<file path="config.mk">
export PLATFORM = sky130hd
export DESIGN_NAME = click_flood
export DESIGN_NICKNAME = d
export VERILOG_FILES = /design/src/rtl/click_flood.sv
export SDC_FILE = /design/constraint.sdc
export NUM_CORES = 2
export LEC_CHECK = 0
export CORE_MARGIN = 2
export CORE_UTILIZATION = 42
export CTS_BUF_LIST = sky130_fd_sc_hd__clkbuf_2
export DETAILED_ROUTE_END_ITERATION = 12
export GPL_TIMING_DRIVEN = 0
export PLACE_DENSITY = 0.58
export SETUP_SLACK_MARGIN = 0.1
export SLEW_MARGIN = 30
export SYNTH_ARGS = -nofsm -noshare
export SYNTH_HDL_FRONTEND = slang
export SYNTH_SLANG_ARGS = --single-unit
</file>
<file path="constraint.sdc">
create_clock -name clk -period 11.3 [get_ports clk]
set_input_delay 2.26 -clock clk [delete_from_list [all_inputs] [get_ports clk]]
set_output_delay 2.26 -clock clk [all_outputs]
set_load 0.1 [all_outputs]
</file>
<file path="src/rtl/click_flood.sv">
// ---------------------------------------------------------------------------
// click_flood : minesweeper board-state engine with stack-based flood reveal
// Rev 1.0
// ---------------------------------------------------------------------------
`default_nettype none

module click_flood #(
  parameter int ROWS  = 8,
  parameter int COLS  = 8,
  parameter int MINES = 10,
  parameter int XW    = $clog2(COLS),
  parameter int YW    = $clog2(ROWS),
  parameter int CW    = $clog2(ROWS*COLS+1)
) (
  input  logic          clk,
  input  logic          rst,
  input  logic          load_en,
  input  logic [XW-1:0] load_x,
  input  logic [YW-1:0] load_y,
  input  logic [3:0]    load_val,
  input  logic          select,
  input  logic          flag,
  input  logic [XW-1:0] pos_x,
  input  logic [YW-1:0] pos_y,
  input  logic [XW-1:0] rd_x,
  input  logic [YW-1:0] rd_y,
  output logic [5:0]    rd_cell,
  output logic          busy,
  output logic          done,
  output logic          game_over,
  output logic          win,
  output logic [CW-1:0] revealed_cnt
);

  localparam int N      = ROWS * COLS;
  localparam int IW     = $clog2(N);
  localparam int TARGET = N - MINES;

  typedef enum logic [2:0] {
    S_IDLE  = 3'd0,
    S_CHECK = 3'd1,
    S_POP   = 3'd2,
    S_SCAN  = 3'd3,
    S_DONE  = 3'd4
  } state_t;

  state_t           state;
  logic [3:0]       content [N];
  logic [N-1:0]     revealed;
  logic [N-1:0]     flagged;
  logic [YW+XW-1:0] stack [N];
  logic [CW-1:0]    sp;
  logic [XW-1:0]    cur_x;
  logic [YW-1:0]    cur_y;
  logic [2:0]       dir;

  function automatic logic [IW-1:0] cell_idx(input logic [YW-1:0] y, input logic [XW-1:0] x);
    return IW'(int'(y) * COLS + int'(x));
  endfunction

  // Neighbour coordinates carry two spare bits so -1 wraps to a value that fails the bounds test.
  logic [XW+1:0] nx, dx;
  logic [YW+1:0] ny, dy;
  logic          n_inb, n_open, n_push;
  logic [IW-1:0] n_idx, p_idx, l_idx, r_idx, c_idx;
  logic          pos_ok, load_ok, rd_ok;
  logic [CW-1:0] sp_next;

  always_comb begin
    dx = '0;
    dy = '0;
    case (dir)
      3'd0, 3'd3, 3'd5: dx = '1;
      3'd2, 3'd4, 3'd7: dx = (XW+2)'(1);
      default:          dx = '0;
    endcase
    case (dir)
      3'd0, 3'd1, 3'd2: dy = '1;
      3'd5, 3'd6, 3'd7: dy = (YW+2)'(1);
      default:          dy = '0;
    endcase
    nx      = {2'b00, cur_x} + dx;
    ny      = {2'b00, cur_y} + dy;
    n_inb   = (int'(nx) < COLS) && (int'(ny) < ROWS);
    n_idx   = cell_idx(ny[YW-1:0], nx[XW-1:0]);
    n_open  = n_inb && !revealed[n_idx] && !flagged[n_idx];
    n_push  = n_open && (content[n_idx] == 4'd0);
    sp_next = n_push ? sp + CW'(1) : sp;
  end

  assign pos_ok  = (int'(pos_x) < COLS) && (int'(pos_y) < ROWS);
  assign load_ok = (int'(load_x) < COLS) && (int'(load_y) < ROWS);
  assign rd_ok   = (int'(rd_x) < COLS) && (int'(rd_y) < ROWS);
  assign p_idx   = cell_idx(pos_y, pos_x);
  assign l_idx   = cell_idx(load_y, load_x);
  assign r_idx   = cell_idx(rd_y, rd_x);
  assign c_idx   = cell_idx(cur_y, cur_x);
  assign rd_cell = rd_ok ? {flagged[r_idx], revealed[r_idx], content[r_idx]} : 6'd0;

  always_ff @(posedge clk) begin
    if (rst) begin
      for (int i = 0; i < N; i++) begin
        content[i] <= 4'd0;
        stack[i]   <= '0;
      end
      revealed     <= '0;
      flagged      <= '0;
      sp           <= '0;
      cur_x        <= '0;
      cur_y        <= '0;
      dir          <= '0;
      state        <= S_IDLE;
      busy         <= 1'b0;
      done         <= 1'b0;
      game_over    <= 1'b0;
      win          <= 1'b0;
      revealed_cnt <= '0;
    end else begin
      done <= 1'b0;
      case (state)
        S_IDLE: begin
          if (load_en) begin
            if (load_ok) begin
              content[l_idx]  <= load_val;
              revealed[l_idx] <= 1'b0;
              flagged[l_idx]  <= 1'b0;
            end
            if (game_over || win) begin
              game_over    <= 1'b0;
              win          <= 1'b0;
              revealed_cnt <= '0;
            end
          end else if ((select || flag) && !game_over && !win) begin
            cur_x <= pos_x;
            cur_y <= pos_y;
            busy  <= 1'b1;
            if (!pos_ok) begin
              state <= S_DONE;
              done  <= 1'b1;
            end else if (select) begin
              if (flagged[p_idx] || revealed[p_idx]) begin
                state <= S_DONE;
                done  <= 1'b1;
              end else begin
                state <= S_CHECK;
              end
            end else begin
              if (!revealed[p_idx])
                flagged[p_idx] <= ~flagged[p_idx];
              state <= S_DONE;
              done  <= 1'b1;
            end
          end
        end
        S_CHECK: begin
          revealed[c_idx] <= 1'b1;
          revealed_cnt    <= revealed_cnt + CW'(1);
          if (content[c_idx] == 4'hF) begin
            game_over <= 1'b1;
            state     <= S_DONE;
            done      <= 1'b1;
          end else begin
            if (int'(revealed_cnt) + 1 == TARGET)
              win <= 1'b1;
            if (content[c_idx] == 4'd0) begin
              stack[0] <= {cur_y, cur_x};
              sp       <= CW'(1);
              state    <= S_POP;
            end else begin
              state <= S_DONE;
              done  <= 1'b1;
            end
          end
        end
        S_POP: begin
          {cur_y, cur_x} <= stack[IW'(sp - CW'(1))];
          sp             <= sp - CW'(1);
          dir            <= '0;
          state          <= S_SCAN;
        end
        S_SCAN: begin
          // Marking at push time guarantees each cell enters the stack at most once.
          if (n_open) begin
            revealed[n_idx] <= 1'b1;
            revealed_cnt    <= revealed_cnt + CW'(1);
            if (int'(revealed_cnt) + 1 == TARGET)
              win <= 1'b1;
          end
          if (n_push)
            stack[IW'(sp)] <= {ny[YW-1:0], nx[XW-1:0]};
          sp  <= sp_next;
          dir <= dir + 3'd1;
          if (dir == 3'd7) begin
            if (sp_next == '0) begin
              state <= S_DONE;
              done  <= 1'b1;
            end else begin
              state <= S_POP;
            end
          end
        end
        S_DONE: begin
          state <= S_IDLE;
          busy  <= 1'b0;
        end
        default: begin
          state <= S_IDLE;
          busy  <= 1'b0;
        end
      endcase
    end
  end

endmodule

`default_nettype wire

</file>
Yosys cells after proc, flatten, opt, wreduce, memory -nomap -nowiden
Memories as Yosys holds them, arrays and structs flattened.
Cells that the tools add are included.
{"block": "classes", "reduce_logical": 44, "order_cmp": 11, "addsub": 12, "n_eq_ne": 23, "muxes": 96, "div": 0, "mul": 0, "bitwise": 8, "shift": 0}
{"operator": "64-bit two-way mux", "n": 6}
{"operator": "64-bit one-hot mux with 3 select lines", "n": 1}
{"operator": "64-bit bitwise AND", "n": 2}
{"operator": "64-bit OR", "n": 2}
{"operator": "64-bit bitwise mux", "n": 1}
{"operator": "64-bit NOT", "n": 1}
{"operator": "1-bit two-way mux", "n": 43}
{"operator": "7-bit two-way mux", "n": 6}
{"operator": "7-bit one-hot mux with 3 select lines", "n": 2}
{"operator": "1-bit binary-select mux with 6-bit select", "n": 6}
{"operator": "3-bit two-way mux", "n": 12}
{"operator": "6-bit by 7-bit less-than comparator with 1-bit output (second input constant)", "n": 5}
{"operator": "6-bit by 3-bit adder with 6-bit output", "n": 5}
{"operator": "1-bit demux with 6-bit select", "n": 4}
{"operator": "6-bit by 1-bit >= comparator with 1-bit output (second input constant)", "n": 4}
{"operator": "6-bit two-way mux", "n": 4}
{"operator": "2-bit inequality test (second input constant)", "n": 11}
{"operator": "5-bit one-hot mux with 2 select lines", "n": 2}
{"operator": "3-bit one-hot mux with 2 select lines", "n": 3}
{"operator": "3-bit AND reduction", "n": 5}
{"operator": "3-bit OR reduction", "n": 5}
{"operator": "7-bit by 1-bit adder with 7-bit output (second input constant)", "n": 2}
{"operator": "3-bit by 2-bit == test with 1-bit output (second input constant)", "n": 4}
{"operator": "3-bit == test (second input constant)", "n": 4}
{"operator": "other kinds (26)", "n": 54}
{"block": "totals", "memories": 2, "ram_bits": 640, "latchBits": 0, "output_inout_bits": 17, "wordCells": 208, "mem_bits_ro": 0, "ff_bits": 158, "in_bits": 27}
{"name": "stack", "depth": 64, "width": 6, "rd": 1, "rd_clocked_by_memory_dff": 0, "wr": 64, "line_no": "51", "text": "logic [YW+XW-1:0] stack [N];"}
{"name": "content", "depth": 64, "width": 4, "rd": 3, "rd_clocked_by_memory_dff": 0, "wr": 64, "line_no": "48", "text": "logic [3:0] content [N];"}

Logic depth before layout (Yosys ltp)
{"block": "depth", "word_depth": 17, "mapped_depth": 23, "depth_no_buf": 18}

Worst setup path after synthesis
No wires, ideal clock.
{"block": "synth_path", "path_kind": "in2out", "startpoint": "input port rd_x[0]", "endpoint": "output port rd_cell[0]", "required_ps": 9040, "n_path_buf": 3, "cell_stages": 6, "path_slack_ps": 3844, "arrival_ps": 5196, "cell_sequence": "clkbuf_1 > buf_1 > buf_1 > mux4_2 > mux4_2 > mux4_2"}
{"block": "synth_between", "elab_chain_cells": 2}
{"item": "from (decl)", "line_no": "25", "text": "input logic [XW-1:0] rd_x,"}
{"item": "6-bit by 3-bit adder with 6-bit output", "line_no": "58", "text": "return IW'(int'(y) * COLS + int'(x));"}
{"item": "memory read 64 x 4 bit"}
{"item": "to (decl)", "line_no": "27", "text": "output logic [5:0] rd_cell,"}
No other way between the ends.

==> impl_metrics.yaml <==
run_status:
  run_status: "completed"
cts:
  cts_made_buffers: 207
  clk_pin_slew_ns: 0.11
  postCtsSetupRepairBufs: 0
  cts_hold_buf: 0
  clkSinkCount: 798
  clock_latency_ns: 1.66
  clock_path_buffers: 3
  cts_max_level: 4
  root_buffer: "clkbuf_2"
  tritoncts: "built"
  ctsResizeCount: 0
sta:
  hold_violations: 0
  rsz0062_at_grt: "no"
  worstMarginPinSlew_ns: 1.218
  hold_slack_ns: 0.5197
  setup_tns_ns: 0
  clock_skew_ns: 0.1682
  relSlewSlack: 0.1878
  min_period_ns: 9.680
  fmaxAchievable_mhz: 103.3
  slew_violations: 0
  setup_viol: 0
  min_period_over_period: 0.8567
placement:
  place_area_um2: 47240
  io_buffers: 31
  dp_hpwl_mm: 159.9
  dp.cells: 5494
  place_congestion: 1.079
final_layout:
  layoutNonFillerInstCount: 5873
  fillers: 9943
  area_growth_syn_to_layout_pct: 9.565
  register_area_um2: 22380
  design_area_um2: 49160
  multi_input_area_um2: 20810
  layout.nets: 4359
  drive_above_1_share: 0.1874
synth:
  yosys.area.top_type: "edfxtp_1"
  async_flop_share: 0
  synth_top_area_share: 0.4283
  synth-edff-count: 640
  yosysUniqueCellTypes: 85
  synth_most_common_cell: "edfxtp_1"
  ys.warnings.count: 0
  syn-num-nets: 4109
  synth_common_cells: "edfxtp_1, nor2_1, nand2_1, clkbuf_1, mux4_2"
  synth-seq-cells: 798
  synth.avg_cell_area_um2: 11.05
  syn-instance-count: 4062
  syn_area_um2: 44870
  synth-main-ff-cell: "edfxtp_1"
  seq_area_frac_synth: 0.4988
  synthTopCellsByArea: "edfxtp_1, mux4_2, dfxtp_1"
detailed_routing:
  vias: 40160
  drc: 0
  routedWlPerCell_um: 37.53
  drtPass1Iterations: 6
  wirelength_mm: 220.4
  vias_per_cell: 6.839
  ant_nets: 0
  drtIter0Drc: 6307
critical_path:
  worstSetupEndpointType: "flop"
  crit_fanout: 10
  critPathLaunchType: "flop"
  cp_data_required_time_ns: 12.49
  crit_type: "reg -> reg"
  arrival_ns: 10.87
pwr:
  max-vdd-ir-drop_mv: 0.07383
  leakagePower_nw: 17.21
  p_per_area_nw_per_um2: 146.0
floorplan:
  row_count: 119
  die_h_um: 330.9
  dieWidth_um: 330.9
  core_area_um2: 105600
  io_pins: 44
  start_util: 0.4251
  die_area_um2: 109500
global_routing:
  grt_pass1_vias: 38550
  grtUsageTotal: 0.4001
  grt_pass1_wl_mm: 301.4
  grt_max_degree: 19
  antenna_found_initial: 27
  grt-ovfl-total: 0
min_path:
  hold_class: "reg -> reg"
run:
  maxCapViolCount: 0
flip-flops by register name, indices dropped and copies added, names as in the netlist:
signal and count:
state 3, revealed_cnt 7, game_over 1, flagged 64, content 256, stack 384, busy 1, sp 7
revealed 64, dir 3, done 1, win 1, cur_y 3, cur_x 3
stage by stage:
stage                       util  setup slack (ns)  power, mW
after floorplan                -             3.844      4.231
after global placement    0.4445             1.494      5.013
after detailed placement  0.4475             1.888      5.025
after CTS                 0.4654             1.871      7.066
after global routing      0.4656             2.016      7.313
final                     0.4657             1.620      7.179
routing by layer:
metal / global-route usage / routed length (um) / up-vias / share of wire
li1: - / - / 16100 / -
met1: 0.5107 / 81370 / 19950 / 0.37
met5: 0 / 126 / - / 0.00057
met3: 0.1253 / 27450 / 808 / 0.12
met4: 0.2637 / 16970 / 18 / 0.077
met2: 0.5858 / 94470 / 3291 / 0.43
final timing paths:
check | startpoint | end | cells after the start | slack [ns]
hold / removal | revealed[24] | revealed[24] | 2 | 0.52
setup reg to reg | cur_x[1] | stack[14][3] | 18 | 1.62
setup / recovery | cur_x[1] | stack[14][3] | 18 | 1.62
hold reg to reg | revealed[24] | revealed[24] | 2 | 0.52
kinds of logic (layout without fill, tap and decap cells):
group | count (synthesis) | after routing | share of synthesized area
AND/OR/NAND/NOR | 1569 | 1569 | 0.1630
XOR/XNOR | 14 | 14 | 0.003067
adder cells (fa/ha/maj) | 20 | 20 | 0.005912
flip-flops | 798 | 798 | 0.4988
other | 0 | 6 | 0
buffers and inverters | 452 | 866 | 0.03940
multiplexers | 428 | 428 | 0.1794
AO/OA/AOI/OAI | 781 | 781 | 0.1104
layout make-up:
cell class	count	area share
well taps	1391	0.03540
repair buffers	41	0.009162
inverters	35	0.002672
flip-flops and latches	798	0.4553
multi-input cells	2812	0.4232
clock inverters	84	0.009213
clock buffers	289	0.02942
diodes	6	0.0003054
plain buffers	417	0.03535
placed cells by master, fill, tap and decap left out, drive strengths merged, types with 8 or more instances in the layout:
| cell | instances |
|---|---|
| edfxtp | 640 |
| dfxtp | 158 |
| a211oi | 27 |
| ha | 18 |
| mux2 | 50 |
| o31ai | 15 |
| clkbuf | 608 |
| o21a | 8 |
| o22ai | 83 |
| a221o | 18 |
| nor3b | 17 |
| mux4 | 296 |
| inv | 39 |
| a221oi | 21 |
| o211ai | 10 |
| nor4 | 17 |
| a22o | 14 |
| a31oi | 33 |
| o21ai | 230 |
| clkinv | 79 |
| nor2b | 24 |
| o32ai | 8 |
| o311ai | 26 |
| nand2 | 434 |
| nand3b | 17 |
| nand4 | 13 |
| mux2i | 82 |
| and3 | 273 |
| or2 | 11 |
| nand2b | 16 |
| a22oi | 70 |
| nor3 | 59 |
| nand3 | 72 |
| and2 | 13 |
| nor2 | 552 |
| buf | 108 |
| a21oi | 163 |
| clkdlybuf4s50 | 31 |
| or3 | 26 |
| xnor2 | 8 |
critical path: stages, from the launching register on:
cell	delay [ns]
dfxtp_1	0.42
buf_2	0.38
buf_2	0.47
clkinv_1	0.64
clkbuf_1	0.59
fa_1	0.70
buf_2	0.30
buf_2	0.54
clkbuf_1	0.87
clkbuf_2	0.69
o211ai_1	0.18
a31oi_1	0.24
o2111ai_1	0.18
nor4_2	0.65
nand4_2	0.39
nor4b_2	0.61
nand2_1	0.14
clkbuf_1	0.37
o21ai_0	0.84
power by group:
| part | switching [mW] | internal (mW) | leakage [nW] |
|---|---|---|---|
| combinational | 1.29 | 0.478 | 7.91 |
| sequential | 0.0637 | 3.25 | 7.88 |
| clock | 1.35 | 0.749 | 1.42 |
Power figures use the tool's default switching activity.
